$ cat config.mk
export PLATFORM = sky130hd
export DESIGN_NAME = shift_sequencer
export DESIGN_NICKNAME = d
export VERILOG_FILES = /design/src/rtl/shift_sequencer.sv
export SDC_FILE = /design/constraint.sdc
export NUM_CORES = 1
export LEC_CHECK = 0
export BUFFER_PORTS_ARGS = -buffer_cell sky130_fd_sc_hd__buf_2
export CAP_MARGIN = 10
export CORE_ASPECT_RATIO = 0.6
export CORE_MARGIN = 2
export CORE_UTILIZATION = 46
export CTS_CLUSTER_SIZE = 14
export DETAILED_ROUTE_END_ITERATION = 10
export GPL_TIMING_DRIVEN = 0
export HOLD_SLACK_MARGIN = 0.06
export PLACE_DENSITY = 0.76
export SLEW_MARGIN = 20
export SYNTH_ARGS = -nofsm -noshare
export SYNTH_HDL_FRONTEND = slang
export SYNTH_SLANG_ARGS = --single-unit
$ cat constraint.sdc
create_clock -name clk -period 2 [get_ports clk]
set_input_delay 0.4 -clock clk [delete_from_list [all_inputs] [get_ports clk]]
set_output_delay 0.4 -clock clk [all_outputs]
set_load 0.01 [all_outputs]
$ cat src/rtl/shift_sequencer.sv
// Two-requester job sequencer that drives an external 8-bit shift register: load, shift N times, respond.
// Optional SHIFT_SEQ_RR_ARB_EN selects round-robin tie-breaking; otherwise req0 has fixed priority.
module shift_sequencer (
  input  logic       clk,
  input  logic       reset,
  input  logic       req0_valid,
  output logic       req0_ready,
  input  logic [7:0] req0_data,
  input  logic       req0_dir,
  input  logic [3:0] req0_count,
  input  logic       req1_valid,
  output logic       req1_ready,
  input  logic [7:0] req1_data,
  input  logic       req1_dir,
  input  logic [3:0] req1_count,
  output logic       sr_load,
  output logic       sr_shift_en,
  output logic       sr_dir,
  output logic [7:0] sr_in,
  input  logic [7:0] sr_out,
  output logic       rsp_valid,
  input  logic       rsp_ready,
  output logic [7:0] rsp_data,
  output logic       rsp_id,
  output logic       busy
);

  typedef enum logic [1:0] {IDLE, LOAD, SHIFT, RESP} state_t;

  state_t     state;
  logic [3:0] remain;
  logic       id_q;

  logic       gnt0;
  logic       gnt1;
  logic       accept;
  logic       acc_id;
  logic [7:0] acc_data;
  logic       acc_dir;
  logic [3:0] acc_count;
  logic [3:0] acc_clamped;

`ifdef SHIFT_SEQ_RR_ARB_EN
  // High when req1 should win the next tie; cleared so req0 wins the first tie after reset.
  logic prio1;
`endif

  // NOTE: every signal gets a default at the top of always_comb so no path leaves it unassigned (no latch).
  always_comb begin
    gnt0        = 1'b0;
    gnt1        = 1'b0;
    req0_ready  = 1'b0;
    req1_ready  = 1'b0;
    acc_data    = '0;
    acc_dir     = 1'b0;
    acc_count   = '0;
    acc_clamped = '0;
    rsp_data    = '0;

`ifdef SHIFT_SEQ_RR_ARB_EN
    gnt0 = req0_valid && !(req1_valid && prio1);
`else
    gnt0 = req0_valid;
`endif
    gnt1 = req1_valid && !gnt0;

    // Ready is masked by reset so every output reads 0 while reset is held.
    if (state == IDLE && !reset) begin
      req0_ready = gnt0;
      req1_ready = gnt1;
    end

    if (req1_ready) begin
      acc_data  = req1_data;
      acc_dir   = req1_dir;
      acc_count = req1_count;
    end else begin
      acc_data  = req0_data;
      acc_dir   = req0_dir;
      acc_count = req0_count;
    end
    acc_clamped = (acc_count > 4'd8) ? 4'd8 : acc_count;

    if (state == RESP) rsp_data = sr_out;
  end

  assign accept = req0_ready || req1_ready;
  assign acc_id = req1_ready;

  // NOTE: state and registered outputs use non-blocking assignments so all flops update together on the edge.
  always_ff @(posedge clk or posedge reset) begin
    if (reset) begin
      state       <= IDLE;
      remain      <= '0;
      id_q        <= 1'b0;
      sr_load     <= 1'b0;
      sr_shift_en <= 1'b0;
      sr_dir      <= 1'b0;
      sr_in       <= '0;
      rsp_valid   <= 1'b0;
      rsp_id      <= 1'b0;
      busy        <= 1'b0;
`ifdef SHIFT_SEQ_RR_ARB_EN
      prio1       <= 1'b0;
`endif
    end else begin
      case (state)
        IDLE: begin
          if (accept) begin
            state   <= LOAD;
            remain  <= acc_clamped;
            id_q    <= acc_id;
            sr_load <= 1'b1;
            sr_in   <= acc_data;
            sr_dir  <= acc_dir;
            busy    <= 1'b1;
`ifdef SHIFT_SEQ_RR_ARB_EN
            prio1   <= !acc_id;
`endif
          end
        end
        LOAD: begin
          sr_load <= 1'b0;
          sr_in   <= '0;
          if (remain != 4'd0) begin
            state       <= SHIFT;
            sr_shift_en <= 1'b1;
          end else begin
            state     <= RESP;
            rsp_valid <= 1'b1;
            rsp_id    <= id_q;
          end
        end
        SHIFT: begin
          remain <= remain - 4'd1;
          if (remain == 4'd1) begin
            state       <= RESP;
            sr_shift_en <= 1'b0;
            rsp_valid   <= 1'b1;
            rsp_id      <= id_q;
          end
        end
        RESP: begin
          if (rsp_ready) begin
            state     <= IDLE;
            rsp_valid <= 1'b0;
            rsp_id    <= 1'b0;
            sr_dir    <= 1'b0;
            busy      <= 1'b0;
          end
        end
        default: state <= IDLE;
      endcase
    end
  end

endmodule
# [Word level (Yosys, flattened, before mapping)]
# Index checks and enable logic that the tools add are counted.
[word_totals] reg_bits=21 in_bits=39
[op_classes] addsub=1 order_cmp=1 n_reduce_logical=19 mux=31 n_eq_ne=9
[ops] op="8-bit two-way mux" n=3
[ops] op="8-bit case mux with 2 select lines" n=1
[ops] op="1-bit two-way mux" n=13
[ops] op="4-bit two-way mux" n=3
[ops] op="2-bit inequality test (second input constant)" n=5
[ops] op="3-bit AND reduction" n=3
[ops] op="1-bit case mux with 2 select lines" n=4
[ops] op="2-bit case mux with 4 select lines" n=1
[ops] op="4-bit case mux with 2 select lines" n=1
[ops] op="2-bit nonzero test" n=4
[ops] op="2-bit two-way mux" n=3
[ops] op="1-bit case mux with 3 select lines" n=2
[ops] op="2-bit AND reduction" n=3
[ops] op="2-bit equality test (second input constant)" n=2
[ops] op="4-bit by 1-bit equality test with 1-bit output (second input constant)" n=1
[ops] op="4-bit > comparator (second input constant)" n=1
[ops] op="4-bit AND reduction" n=1
[ops] op="4-bit nonzero test" n=1
[ops] op="4-bit by 1-bit subtractor with 4-bit output (second input constant)" n=1
[ops] op="3-bit nonzero test" n=1
[ops] op="2-bit by 1-bit equality test with 1-bit output (second input constant)" n=1
[ops] op="1-bit logical AND" n=2
[ops] op="1-bit logical NOT" n=2
[ops] op="2-bit logical NOT" n=1
[ops] op="1-bit logical OR" n=1

# [Depth between registers and ports, before layout]
[logic_depth] word_depth=8 ltp_mapped=7 mapped_depth_nobuf=6

# [Worst setup path after synthesis]
# No wires, ideal clock.
[synth_timing] kind="register to output" start="register state[0]" end="output req1_ready" arrival_ns=1.310 slack_ns=0.290 stages_incl_launch_ff=6 path_cell_list="dfrtp_1 -> inv_1 -> ha_1 -> nor4bb_1 -> buf_2 -> buf_4"
[synth_via] elab_chain_len=3
[synth_lines] element="start: declaration" line="30" text="state_t state;"
[synth_lines] element="start signal: assignment" line="93" text="state <= IDLE;"
[synth_lines] element="start signal: assignment" line="110" text="state <= LOAD;"
[synth_lines] element="start signal: assignment" line="126" text="state <= SHIFT;"
[synth_lines] element="2-bit logical NOT" line="68" text="if (state == IDLE && !reset) begin"
[synth_lines] element="1-bit logical AND" line="68"
[synth_lines] element="1-bit two-way mux" line="68"
[synth_lines] element="end: declaration" line="12" text="output logic req1_ready,"
# No other way between the ends.

# [Worst setup path after layout]
[layout_timing] start="register state[1]" end="output req1_ready"
# The elaborated chain is that of the path after synthesis.

==> results.sh <==
export IMPL_drc=0
export IMPL_synth_warnings=0
export IMPL_syn2layout_area_growth_pct=36.8
export IMPL_syn_nets=176
export IMPL_num_vias=1326
export IMPL_drv_slew=0
export IMPL_avgViaCountPerCell=5.74
export IMPL_rsz0062_at_grt="true"
export IMPL_num_fill_cells=210
export IMPL_maxSlewHeadroom_pct=46.5
export IMPL_p_per_area_nw_per_um2=1400
export IMPL_rr_endpoint="remain[0]$_DFFE_PP0P_"
export IMPL_clock_latency_ps=260
export IMPL_ir_drop_v=0.000792
export IMPL_grt_overflow_total=0
export IMPL_yosysSeqAreaShare_pct=40.1
export IMPL_min_period_ps=1970
export IMPL_io_pins=63
export IMPL_fp_row_count=14
export IMPL_drive_gt1_share_pct=42.2
export IMPL_postRouteAntennaNets=0
export IMPL_postCtsHoldBufs=0
export IMPL_tightest_slew_ps=802
export IMPL_hold_path_class="in -> async"
export IMPL_die_area_um2=3310
export IMPL_outcome="finished, final reports clean"
export IMPL_worstPathRequired_ps=1600
export IMPL_fin_area_um2=1790
export IMPL_diodes=0
export IMPL_p_leak_nw=0.896
export IMPL_cp_start_kind="flip-flop"
export IMPL_post_dp_hpwl_um=3010
export IMPL_reg2reg_from="state[1]$_DFFE_PP0P_"
export IMPL_path_max_fanout=10
export IMPL_drt_initial_drc_count=92
export IMPL_core_area_um2=2610
export IMPL_syn_cell_area_um2=1310
export IMPL_drtPass1Iterations=4
export IMPL_cts_tree="yes"
export IMPL_worstPathArrival_ps=1570
export IMPL_cts_htree_levels=1
export IMPL_gp_congestion=0.890
export IMPL_yosys_register_bits=21
export IMPL_syn_avg_cell_area_um2=10.2
export IMPL_final_setup_viol_count=0
export IMPL_place_port_buffers=62
export IMPL_r2r_cells=8
export IMPL_cp_end_kind="output pin"
export IMPL_grt_pass1_vias=1300
export IMPL_synth_cells=129
export IMPL_antenna_found_initial=0
export IMPL_grt_use_total_pct=25.0
export IMPL_dpl_cell_area_um2=1660
export IMPL_fin_nets=247
export IMPL_clkTransAtPathRegs_ps=80
export IMPL_start_util_pct=50.2
export IMPL_wl_per_cell_um=16.9
export IMPL_clock_sinks=21
export IMPL_cts_buffer_depth=2
export IMPL_finalWirelength_um=3900
export IMPL_ctsRootBufferMaster="clkbuf_8"
export IMPL_die_x_um=72.9
export IMPL_fp_dieH_um=45.4
export IMPL_ys_types=37
export IMPL_finClkSkew_ps=2.64
export IMPL_critPathKind="reg -> out"
export IMPL_numCtsBuffers=3
export IMPL_grt_max_degree=22
export IMPL_power_total_w=0.00251
export IMPL_final_period_utilization_pct=98.5
export IMPL_cap_violations=0
export IMPL_max_freq_mhz=508
export IMPL_r2r_slack_ps=80
export IMPL_hold_violations=0
export IMPL_grt_pass1_wl_um=5980
power by group:
part,switching [W],leakage [nW],internal (W)
sequential,0.000149,0.264,0.000622
clock,0.000144,0.0228,0.000142
combinational,0.000800,0.610,0.000649
total,0.00109,0.896,0.00141
per-stage QoR:
| step | setup TNS [ps] | hold slack, ps | instances | worst slack [ps] | util, % |
|---|---|---|---|---|---|
| global route | -67.2 | 392 | 231 | -62.9 | 68.7 |
| floorplan | 0 | 377 | 129 | 290 | - |
| detailed placement | -44.4 | 469 | 223 | -44.4 | 63.7 |
| finish | 0 | 335 | 231 | 29.6 | 68.7 |
| CTS | 0 | 356 | 231 | 0.825 | 67.5 |
| global placement | 0 | 458 | 223 | 36.2 | 63.7 |
worst max-delay path by stage:
stage	start	to	cells past startpoint
after global routing	state[1]$_DFFE_PP0P_	req1_ready	6
final	state[1]$_DFFE_PP0P_	req1_ready	6
after global placement	state[0]$_DFFE_PP0P_	req1_ready	6
after detailed placement	state[1]$_DFFE_PP0P_	req1_ready	6
after floorplan	state[0]$_DFFE_PP0P_	req1_ready	5
after CTS	state[1]$_DFFE_PP0P_	req1_ready	6
layout by cell type (no fill, tap or decap), types with 2 or more instances in the layout:
cell and instances:
mux2i_1 10, a21oi_1 4, o22ai_1 2, buf_4 6
inv_2 2, nor3b_1 3, ha_1 7, inv_1 10
nand2b_1 2, and2_1 8, o2bb2ai_1 9, dfrtp_1 21
nor2_1 5, nand3_1 2, mux2_1 2, clkbuf_8 3
nand2_1 8, a311oi_1 3, buf_2 61, a31oi_1 2
o21ai_0 7
routing by layer:
layer  wire (um)  global-route usage, %
met1        1530                   30.1
met2        1970                   44.7
met3         337                   6.03
met4          66                   8.89
met5           0                      0
worst max-delay path: stages (launching register included):
cell	delay (ps)
dfrtp_1	420
inv_2	100
ha_4	180
nor4bb_4	190
buf_4	170
buf_12	140
buf_6	100
layout make-up:
cell class / instances / area (um2) / share of cell area, %
clock buffer: 4 / 45.0 / 2.51
tap: 32 / 40.0 / 2.23
inverter: 12 / 45.0 / 2.51
buffer: 4 / 40.0 / 2.23
timing repair buffer: 66 / 347 / 19.3
multi-input combinational: 92 / 752 / 41.9
sequential: 21 / 526 / 29.3
logic make-up (layout without fill, tap and decap cells):
group	after synthesis	count (layout)	share of synthesized area [%]
and+or+nand+nor	36	36	15.7
adders and majority gates	8	8	7.63
buffers and inverters	16	86	5.25
muxes	13	13	10.2
AOI/OAI and AO/OA	35	35	21.1
DFF	21	21	40.1
registers in the layout, summed over array words and instances (netlist names):
signal and flops:
remain 4, sr_in 8, state 2, id_q 1, rsp_valid 1, rsp_id 1
sr_dir 1, sr_shift_en 1, sr_load 1, busy 1
synthesized netlist by cell type:
| cell type | instances | share of area (%) |
|---|---|---|
| mux2_2 | 1 | 0.86 |
| a22o_1 | 1 | 0.67 |
| o211ai_2 | 1 | 0.95 |
| nand4_1 | 1 | 0.48 |
| o2bb2ai_1 | 9 | 6.0 |
| clkbuf_1 | 1 | 0.29 |
| nor2b_1 | 1 | 0.48 |
| a22oi_1 | 1 | 0.57 |
| a211oi_1 | 1 | 0.57 |
| a21oi_2 | 1 | 0.67 |
| a21o_1 | 1 | 0.57 |
| a2bb2oi_4 | 1 | 2.0 |
| mux2i_1 | 10 | 7.6 |
| nor3b_1 | 3 | 1.7 |
| o21ai_0 | 7 | 2.7 |
| a311oi_1 | 3 | 2.0 |
| and2_2 | 1 | 0.57 |
| o22ai_1 | 2 | 0.95 |
| nand3_1 | 2 | 0.76 |
| and2_1 | 8 | 3.8 |
| ha_1 | 8 | 7.6 |
| nor4bb_1 | 1 | 0.76 |
| nor2_1 | 5 | 1.4 |
| inv_1 | 12 | 3.4 |
| o22ai_2 | 1 | 0.95 |
| nand2b_1 | 2 | 0.95 |
| buf_2 | 1 | 0.38 |
| a21oi_1 | 4 | 1.5 |
| nor3_1 | 1 | 0.38 |
| nand2_1 | 8 | 2.3 |
| or3b_4 | 1 | 0.86 |
| buf_4 | 2 | 1.1 |
| dfrtp_1 | 21 | 40 |
| and4_1 | 1 | 0.67 |
| a31oi_1 | 2 | 0.95 |
| nand3b_1 | 1 | 0.57 |
| mux2_1 | 2 | 1.7 |
what timing repair did:
action                                  4_1_cts  5_1_grt
endpoints found under the setup margin        2        8
setup buffers                                 4        0
gates resized for setup                       7        7
gates cloned                                  0        0
pin swaps                                     0        1
endpoints found under the hold margin         0        0
No activity file was read; power rests on OpenSTA's default activity.
